<file path="src/rtl/wb_arbiter_pkg.sv">
// wb_arbiter_pkg: shared widths and the buffered write-back entry type
package wb_arbiter_pkg;
    localparam int WORDSIZE  = 32;
    localparam int REG_NUM   = 32;
    localparam int REGADDR_W = 5;
    typedef logic [REGADDR_W-1:0] regaddr_t;
    typedef logic [WORDSIZE-1:0]  word_t;
    typedef struct packed {
        regaddr_t rd;
        word_t    data;
    } wb_entry_t;
endpackage

</file>
<file path="src/rtl/wb_arbiter_if.sv">
// wb_arbiter_if: execute/memory-side result bus, decode scoreboard and register file write port
interface wb_arbiter_if;
    import wb_arbiter_pkg::*;
    logic               alu_valid;
    regaddr_t           alu_rd;
    word_t              alu_data;
    logic               ll_valid;
    logic               ll_ready;
    regaddr_t           ll_rd;
    word_t              ll_data;
    logic               issue_valid;
    regaddr_t           issue_rd;
    logic [REG_NUM-1:0] busy;
    regaddr_t           write1;
    word_t              write_data;
    logic               regwrite;
    modport master (
        output alu_valid, alu_rd, alu_data, ll_valid, ll_rd, ll_data, issue_valid, issue_rd,
        input  ll_ready, busy, write1, write_data, regwrite
    );
    modport slave (
        input  alu_valid, alu_rd, alu_data, ll_valid, ll_rd, ll_data, issue_valid, issue_rd,
        output ll_ready, busy, write1, write_data, regwrite
    );
endinterface

</file>
<file path="src/rtl/wb_arbiter_fifo.sv">
// wb_fifo: synchronous FIFO with wrapping pointers and an explicit occupancy count
module wb_fifo #(
    parameter int WIDTH = 37,
    parameter int DEPTH = 4
) (
    input  logic                     CLK,
    input  logic                     reset,
    input  logic                     push,
    input  logic                     pop,
    input  logic [WIDTH-1:0]         din,
    output logic [WIDTH-1:0]         dout,
    output logic                     full,
    output logic                     empty,
    output logic [$clog2(DEPTH):0]   count
);
    localparam int AW = $clog2(DEPTH);
    logic [WIDTH-1:0] mem [DEPTH];
    logic [AW-1:0]    wptr, rptr;
    logic             do_push, do_pop;
    always_comb begin
        full    = count == (AW+1)'(DEPTH);
        empty   = count == '0;
        do_push = push && !full;
        do_pop  = pop && !empty;
        dout    = mem[rptr];
    end
    always_ff @(posedge CLK) begin
        if (!reset) begin
            wptr  <= '0;
            rptr  <= '0;
            count <= '0;
        end else begin
            wptr  <= wptr + AW'(do_push);
            rptr  <= rptr + AW'(do_pop);
            count <= count + (AW+1)'(do_push) - (AW+1)'(do_pop);
        end
    end
    always_ff @(posedge CLK)
        if (do_push) mem[wptr] <= din;
endmodule

</file>
<file path="src/rtl/wb_arbiter.sv">
// wb_arbiter: merges ALU and buffered long-latency results onto the single register file
// write port and tracks pending long-latency destinations for decode hazard stalls
module wb_arbiter
    import wb_arbiter_pkg::*;
#(
    parameter int FIFO_DEPTH = 4
) (
    input  logic          CLK,
    input  logic          reset,
    wb_arbiter_if.slave   wb
);
    wb_entry_t                   head;
    logic                        full, empty, push, pop;
    logic [$clog2(FIFO_DEPTH):0] count;
    logic [REG_NUM-1:0]          set_mask, clr_mask;
    always_comb begin
        push     = wb.ll_valid && wb.ll_ready;
        pop      = !wb.alu_valid && !empty;
        set_mask = (wb.issue_valid && wb.issue_rd != '0) ? REG_NUM'(1) << wb.issue_rd : '0;
        clr_mask = pop ? REG_NUM'(1) << head.rd : '0;
    end
    assign wb.ll_ready = reset && !full;
    wb_fifo #(.WIDTH($bits(wb_entry_t)), .DEPTH(FIFO_DEPTH)) u_fifo (
        .CLK   (CLK),
        .reset (reset),
        .push  (push),
        .pop   (pop),
        .din   ({wb.ll_rd, wb.ll_data}),
        .dout  (head),
        .full  (full),
        .empty (empty),
        .count (count)
    );
    // set is ORed in after the clear so a re-issue in the retiring cycle stays pending
    always_ff @(posedge CLK) begin
        if (!reset) begin
            wb.busy       <= '0;
            wb.regwrite   <= 1'b0;
            wb.write1     <= '0;
            wb.write_data <= '0;
        end else begin
            wb.busy <= (wb.busy & ~clr_mask) | set_mask;
            if (wb.alu_valid) begin
                wb.regwrite   <= wb.alu_rd != '0;
                wb.write1     <= wb.alu_rd;
                wb.write_data <= wb.alu_data;
            end else if (pop) begin
                wb.regwrite   <= head.rd != '0;
                wb.write1     <= head.rd;
                wb.write_data <= head.data;
            end else begin
                wb.regwrite   <= 1'b0;
            end
        end
    end
    a_issue_busy: assert property (@(posedge CLK) disable iff (!reset)
        wb.issue_valid && wb.issue_rd != '0 |-> !wb.busy[wb.issue_rd] || (pop && head.rd == wb.issue_rd));
    a_alu_busy: assert property (@(posedge CLK) disable iff (!reset)
        wb.alu_valid |-> !wb.busy[wb.alu_rd]);
    a_ll_unissued: assert property (@(posedge CLK) disable iff (!reset)
        push && wb.ll_rd != '0 |-> wb.busy[wb.ll_rd]);
    a_count_range: assert property (@(posedge CLK) disable iff (!reset)
        count <= ($clog2(FIFO_DEPTH)+1)'(FIFO_DEPTH) && (empty == (count == '0)));
endmodule

</file>
<file path="src/flat_wrapper.sv">
// flat-port wrapper written by rule: the top's interface ports become plain ports
module wb_arbiter_flat import wb_arbiter_pkg::*;
#(
    parameter int FIFO_DEPTH = 4
)
  (CLK, reset, wb_alu_valid, wb_alu_rd, wb_alu_data, wb_ll_valid, wb_ll_rd, wb_ll_data, wb_issue_valid, wb_issue_rd, wb_ll_ready, wb_busy, wb_write1, wb_write_data, wb_regwrite);
  wb_arbiter_if wb_i ();
  input  logic CLK;
  input  logic reset;
  input wire logic [$bits(wb_i.alu_valid)-1:0] wb_alu_valid;
  input wire logic [$bits(wb_i.alu_rd)-1:0] wb_alu_rd;
  input wire logic [$bits(wb_i.alu_data)-1:0] wb_alu_data;
  input wire logic [$bits(wb_i.ll_valid)-1:0] wb_ll_valid;
  input wire logic [$bits(wb_i.ll_rd)-1:0] wb_ll_rd;
  input wire logic [$bits(wb_i.ll_data)-1:0] wb_ll_data;
  input wire logic [$bits(wb_i.issue_valid)-1:0] wb_issue_valid;
  input wire logic [$bits(wb_i.issue_rd)-1:0] wb_issue_rd;
  output wire logic [$bits(wb_i.ll_ready)-1:0] wb_ll_ready;
  output wire logic [$bits(wb_i.busy)-1:0] wb_busy;
  output wire logic [$bits(wb_i.write1)-1:0] wb_write1;
  output wire logic [$bits(wb_i.write_data)-1:0] wb_write_data;
  output wire logic [$bits(wb_i.regwrite)-1:0] wb_regwrite;
  assign wb_i.alu_valid = wb_alu_valid;
  assign wb_i.alu_rd = wb_alu_rd;
  assign wb_i.alu_data = wb_alu_data;
  assign wb_i.ll_valid = wb_ll_valid;
  assign wb_i.ll_rd = wb_ll_rd;
  assign wb_i.ll_data = wb_ll_data;
  assign wb_i.issue_valid = wb_issue_valid;
  assign wb_i.issue_rd = wb_issue_rd;
  assign wb_ll_ready = wb_i.ll_ready;
  assign wb_busy = wb_i.busy;
  assign wb_write1 = wb_i.write1;
  assign wb_write_data = wb_i.write_data;
  assign wb_regwrite = wb_i.regwrite;
  wb_arbiter #(.FIFO_DEPTH(FIFO_DEPTH)) u_core (.CLK(CLK), .reset(reset), .wb(wb_i));
endmodule
</file>
<file path="config.mk">
export PLATFORM = sky130hd
export DESIGN_NAME = wb_arbiter_flat
export DESIGN_NICKNAME = d
export VERILOG_FILES = /design/src/rtl/wb_arbiter_pkg.sv /design/src/rtl/wb_arbiter_if.sv /design/src/rtl/wb_arbiter_fifo.sv /design/src/rtl/wb_arbiter.sv /design/src/flat_wrapper.sv
export SDC_FILE = /design/constraint.sdc
export NUM_CORES = 1
export LEC_CHECK = 0
export BUFFER_PORTS_ARGS = -buffer_cell sky130_fd_sc_hd__buf_2
export CORE_ASPECT_RATIO = 0.8
export CORE_MARGIN = 10
export CORE_UTILIZATION = 35
export DETAILED_ROUTE_END_ITERATION = 7
export REMOVE_ABC_BUFFERS = 1
export SYNTH_ARGS = -nofsm -noshare
export SYNTH_HDL_FRONTEND = slang
export SYNTH_SLANG_ARGS = --single-unit
</file>
<file path="constraint.sdc">
create_clock -name CLK -period 9 [get_ports CLK]
set_input_delay 1.35 -clock CLK [delete_from_list [all_inputs] [get_ports CLK]]
set_output_delay 1.35 -clock CLK [all_outputs]
set_load 0.05 [all_outputs]
</file>
== Yosys cells after proc, flatten, opt, wreduce, memory -nomap -nowiden ==
Memory sizes are Yosys's and may differ from the RTL's. A register that Yosys moved wholly into a read port is not among the register bits.
Cells that the tools add are included.
Word-level totals
  bits in read-only memories: 0
  memories: 1
  flip-flop bits (word level): 77
  bits in latches: 0
  logic and storage cells: 43
  RAM bits: 148
Memories
  u_core.u_fifo.mem: depth 4, width 37, read ports 1, clocked after memory_dff 1, wr ports 1, RTL line wb_arbiter_fifo.sv:17  | logic [WIDTH-1:0] mem [DEPTH];
Cells by class
  multiply operators: 0
  mux-type cells: 11
  shifts and indexed selects: 2
  reduce and logical (&&, ||, !) cells: 14
  magnitude comparators: 0
  bitwise gates (word level): 3
  $add $sub $neg: 4
  eq/ne operators: 1
  divide/modulo/power cells: 0
Operator list (number)
  $mux 32: 4
  $shl 1x5->32 const A: 2
  $and 32x32->32: 1
  $not 32->32: 1
  $or 32x32->32: 1
  $reduce_bool 5->1: 3
  $mux 5: 2
  $logic_and 1x1->1: 6
  $add 2x1->2: 2
  $mux 1: 4
  $add 3x1->3: 1
  $eq 3x3->1 const B: 1
  $logic_not 1->1: 3
  $logic_not 3->1: 1
  $sub 3x1->3: 1
  $mux 2: 1
  $reduce_bool 2->1: 1

== Longest topological paths before layout ==
  depth after elaboration: 7
  mapped depth: 10

== By module ==
A second synthesis with hierarchy kept.
Unflattened totals
  cells, all modules: 563
  area, all modules: 8923.6 sq um
By module, submodules not included
  wb_fifo: times used 1, area an instance 5706.7 sq um, cells each 228
  wb_arbiter: times used 1, area an instance 3216.8 sq um, cells each 335

== Least setup slack after synthesis ==
OpenSTA, ideal clock, no wires.
  path kind: input to register
  from: in reset
  to: mem u_core.u_fifo.mem[1][0] (enable)
  stages: 3
  required time: 8.515 ns
  data arrival time: 5.691 ns
  buffers on the path: 0
  setup time: 0.485 ns
  setup slack: 2.824 ns
  cells stage by stage: a21boi_0 > nand2_1 > nor3b_1
Between the ends
  word-level cells in the longest chain between the ends: 5
RTL lines
  from (decl): RTL line flat_wrapper.sv:9  | input logic reset;
  $logic_and 1x1->1: RTL line wb_arbiter.sv:22  | assign wb.ll_ready = reset && !full;
  $logic_and 1x1->1: RTL line wb_arbiter.sv:17  | push = wb.ll_valid && wb.ll_ready;
  $logic_and 1x1->1: RTL line wb_arbiter_fifo.sv:23  | do_push = push && !full;
  $mux 1: RTL line wb_arbiter_fifo.sv:39  | if (do_push) mem[wptr] <= din;
  $mux 1 (not written as such): RTL line wb_arbiter_fifo.sv:39
  to (decl): RTL line wb_arbiter_fifo.sv:17
No other way between the ends.

== Final worst setup path ==
  from: in reset
  to: out wb_ll_ready
Between the ends
  word-level cells in the longest chain between the ends: 1
RTL lines
  $logic_and 1x1->1: RTL line wb_arbiter.sv:22
  to (decl): RTL line flat_wrapper.sv:18  | output wire logic [$bits(wb_i.ll_ready)-1:0] wb_ll_ready;
No other way between the ends.

==> impl_metrics.yaml <==
run_status:
  outcome: "finished, final reports clean"
run:
  cap_violations: 0
sta:
  relSlewSlack_pct: 28.9
  period_share_pct: 44.4
  min_period_ns: 4.00
  finalHoldViolCount: 0
  final_max_slew_viol_count: 0
  setup_violations: 0
  fin_tns_setup_ns: 0
  fmax_mhz: 250
  tightest_slew_ns: 1.07
  fin_skew_ns: 0.00958
  rsz0062_at_grt: "false"
  fin_ws_ns: 5.00
power_and_ir_drop:
  finalPower_mw: 2.89
  leakagePower_nw: 3.83
  vdd_drop_max_mv: 0.147
  power_density_nw_per_um2: 274
route:
  num_vias: 5514
  wire_per_inst_um: 20.0
  drt_first_pass_iters: 4
  wirelength_um: 21800
  viasPerCell: 5.06
  antenna_left: 0
  post-route-drc-count: 0
  drt_iter0_markers: 387
floorplan:
  die_w_um: 196
  die_h_um: 161
  start_util_pct: 35.7
  io_pins: 155
  dieArea_um2: 31700
  fp-row-count: 51
  core_area_um2: 24400
placed_design:
  gp_congestion: 0.779
  place_ws_ns: 4.75
  io_buffers: 154
  dp_hpwl_um: 14400
  placed_area_um2: 9770
grt:
  grt_pass1_wl_um: 33700
  grt_max_degree: 79
  grt_pass1_vias: 5756
  antenna_found_initial: 5
  grt_use_total_pct: 13.4
  grt_overflow: 0
clocking:
  cts_buffers: 23
  worstSkewPairLatency_ns: 0.49
  cts_tree: "yes"
  clk_path_buf_depth: 3
  ctsHoldBuffers: 0
  cts_setup_buffers: 0
  cts-root-buf: "clkbuf_16"
  cts_max_level: 1
  cts_resized: 0
  cts.sinks: 225
  clk_pin_slew_ns: 0.06
synthesis:
  synth-seq-cells: 225
  yosys-top-cells-count: "edfxtp_1, dfxtp_1, a21oi_1"
  ys.flop_type: "edfxtp_1"
  netlist_instances: 608
  yosysMostFrequentCell: "edfxtp_1"
  synth.avg_cell_area_um2: 14.3
  async_reset_ff_share_pct: 0
  synth_cell_types: 34
  synth_warnings: 0
  synth_top_area_share_pct: 51.0
  syn-cell-area_um2: 8720
  synth-seq-area-share_pct: 68.7
  synth-edff-count: 148
  synthTopCellsByArea: "edfxtp_1, dfxtp_1, mux4_2"
  yosys.area.top_type: "edfxtp_1"
setup_path:
  cp-startpoint: "reset"
  start_kind: "input port"
  r2r-start: "u_core.u_fifo.rptr[1]"
  endpoint_kind: "primary output"
  cp.required_ns: 7.65
  cp_max_fo: 78
  path_class: "input port to primary output"
  arrival_ns: 2.65
final_layout:
  fin_nets: 841
  multi_input_area_um2: 2540
  areaGrowthSynthToFinish_pct: 21.2
  fin_area_um2: 10600
  seq_area_um2: 5990
  post-route-util_pct: 43.2
  drive_gt1_share_pct: 31.6
  nFillCells: 2258
worst_hold_path:
  hold_path_class: "flip-flop to flip-flop"
  hold_start: "u_core.wb.busy[0]"
==> through the flow <==
step	hold slack, ns	std cells
after floorplan	0.573	565
after global placement	0.430	1045
after detailed placement	0.442	1045
after CTS	0.451	1086
after global routing	0.464	1086
final	0.446	1089
==> where the power goes <==
part           switching, mW  total [mW]  internal (mW)
logic                  0.455       0.679          0.224
registers             0.0596        1.23           1.17
clock network          0.382       0.981          0.599
total                  0.896        2.89           2.00
==> state kept, by name, summed over array words and instances, names as in the netlist <==
| register | flops |
|---|---|
| u_core.u_fifo.wptr | 2 |
| u_core.wb.write_data | 32 |
| u_core.u_fifo.mem | 148 |
| u_core.u_fifo.rptr | 2 |
| u_core.u_fifo.count | 3 |
| u_core.wb.busy | 32 |
| u_core.wb.regwrite | 1 |
| u_core.wb.write1 | 5 |
==> final cells by class <==
| class | instances | share of cell area (%) |
|---|---|---|
| Sequential cell | 225 | 56.7 |
| Multi-Input combinational cell | 335 | 24.0 |
| Timing Repair Buffer | 162 | 7.86 |
| Clock buffer | 27 | 5.78 |
| Tap cell | 318 | 3.77 |
| Clock inverter | 14 | 1.62 |
| Inverter | 5 | 0.178 |
| Antenna cell | 3 | 0.0711 |
==> kinds of logic after synthesis <==
logic type	after synthesis	share of synthesized area [%]
AOI/OAI and AO/OA	178	12.1
xor gates and xnor gates	4	0.402
adders and majority gates	5	0.804
buffers and inverters	48	2.48
DFF	225	68.7
muxes	37	9.60
and+or+nand+nor	111	5.91
==> cells in the final DEF (no fill, tap or decap), types with 2 or more instances in the layout <==
master	count
a21boi_0	24
a21boi_1	9
a21oi_1	74
and2_1	9
and3_1	2
buf_2	154
buf_4	8
bufinv_16	4
clkbuf_1	2
clkbuf_16	23
clkbuf_8	2
clkinv_1	4
clkinv_2	4
dfxtp_1	75
dfxtp_2	2
diode_2	3
edfxtp_1	148
ha_1	4
inv_1	5
mux4_2	36
nand2_1	63
nand2b_1	4
nand3_1	9
nor2_1	5
nor2b_1	6
nor3_2	2
nor3b_2	2
o21ai_0	38
o31ai_1	32
or2_2	2
xnor2_1	2
xor2_1	2
==> path summary, 6_finish.rpt <==
| kind | slack, ns | depth (start not counted) | endpoint |
|---|---|---|---|
| worst max-delay path | 5.00 | 4 | wb_ll_ready |
| worst min-delay path | 0.45 | 1 | u_core.wb.busy[0] |
| worst max register to register | 6.27 | 4 | u_core.wb.busy[13] |
| worst min register to register | 0.45 | 1 | u_core.wb.busy[0] |
==> critical path, stage by stage <==
cell      delay [ns]
buf_2           0.08
buf_4           0.54
a21boi_0        0.31
buf_2           0.32
==> routing by layer <==
layer | track usage, % | vias up | part of all wire, %
li1 | - | 2609 | -
met1 | 18.1 | 2693 | 46
met2 | 20.8 | 174 | 44
met3 | 4.01 | 34 | 7.7
met4 | 2.81 | 4 | 1.8
met5 | 0 | - | 0.15
Power figures use the tool's default switching activity.
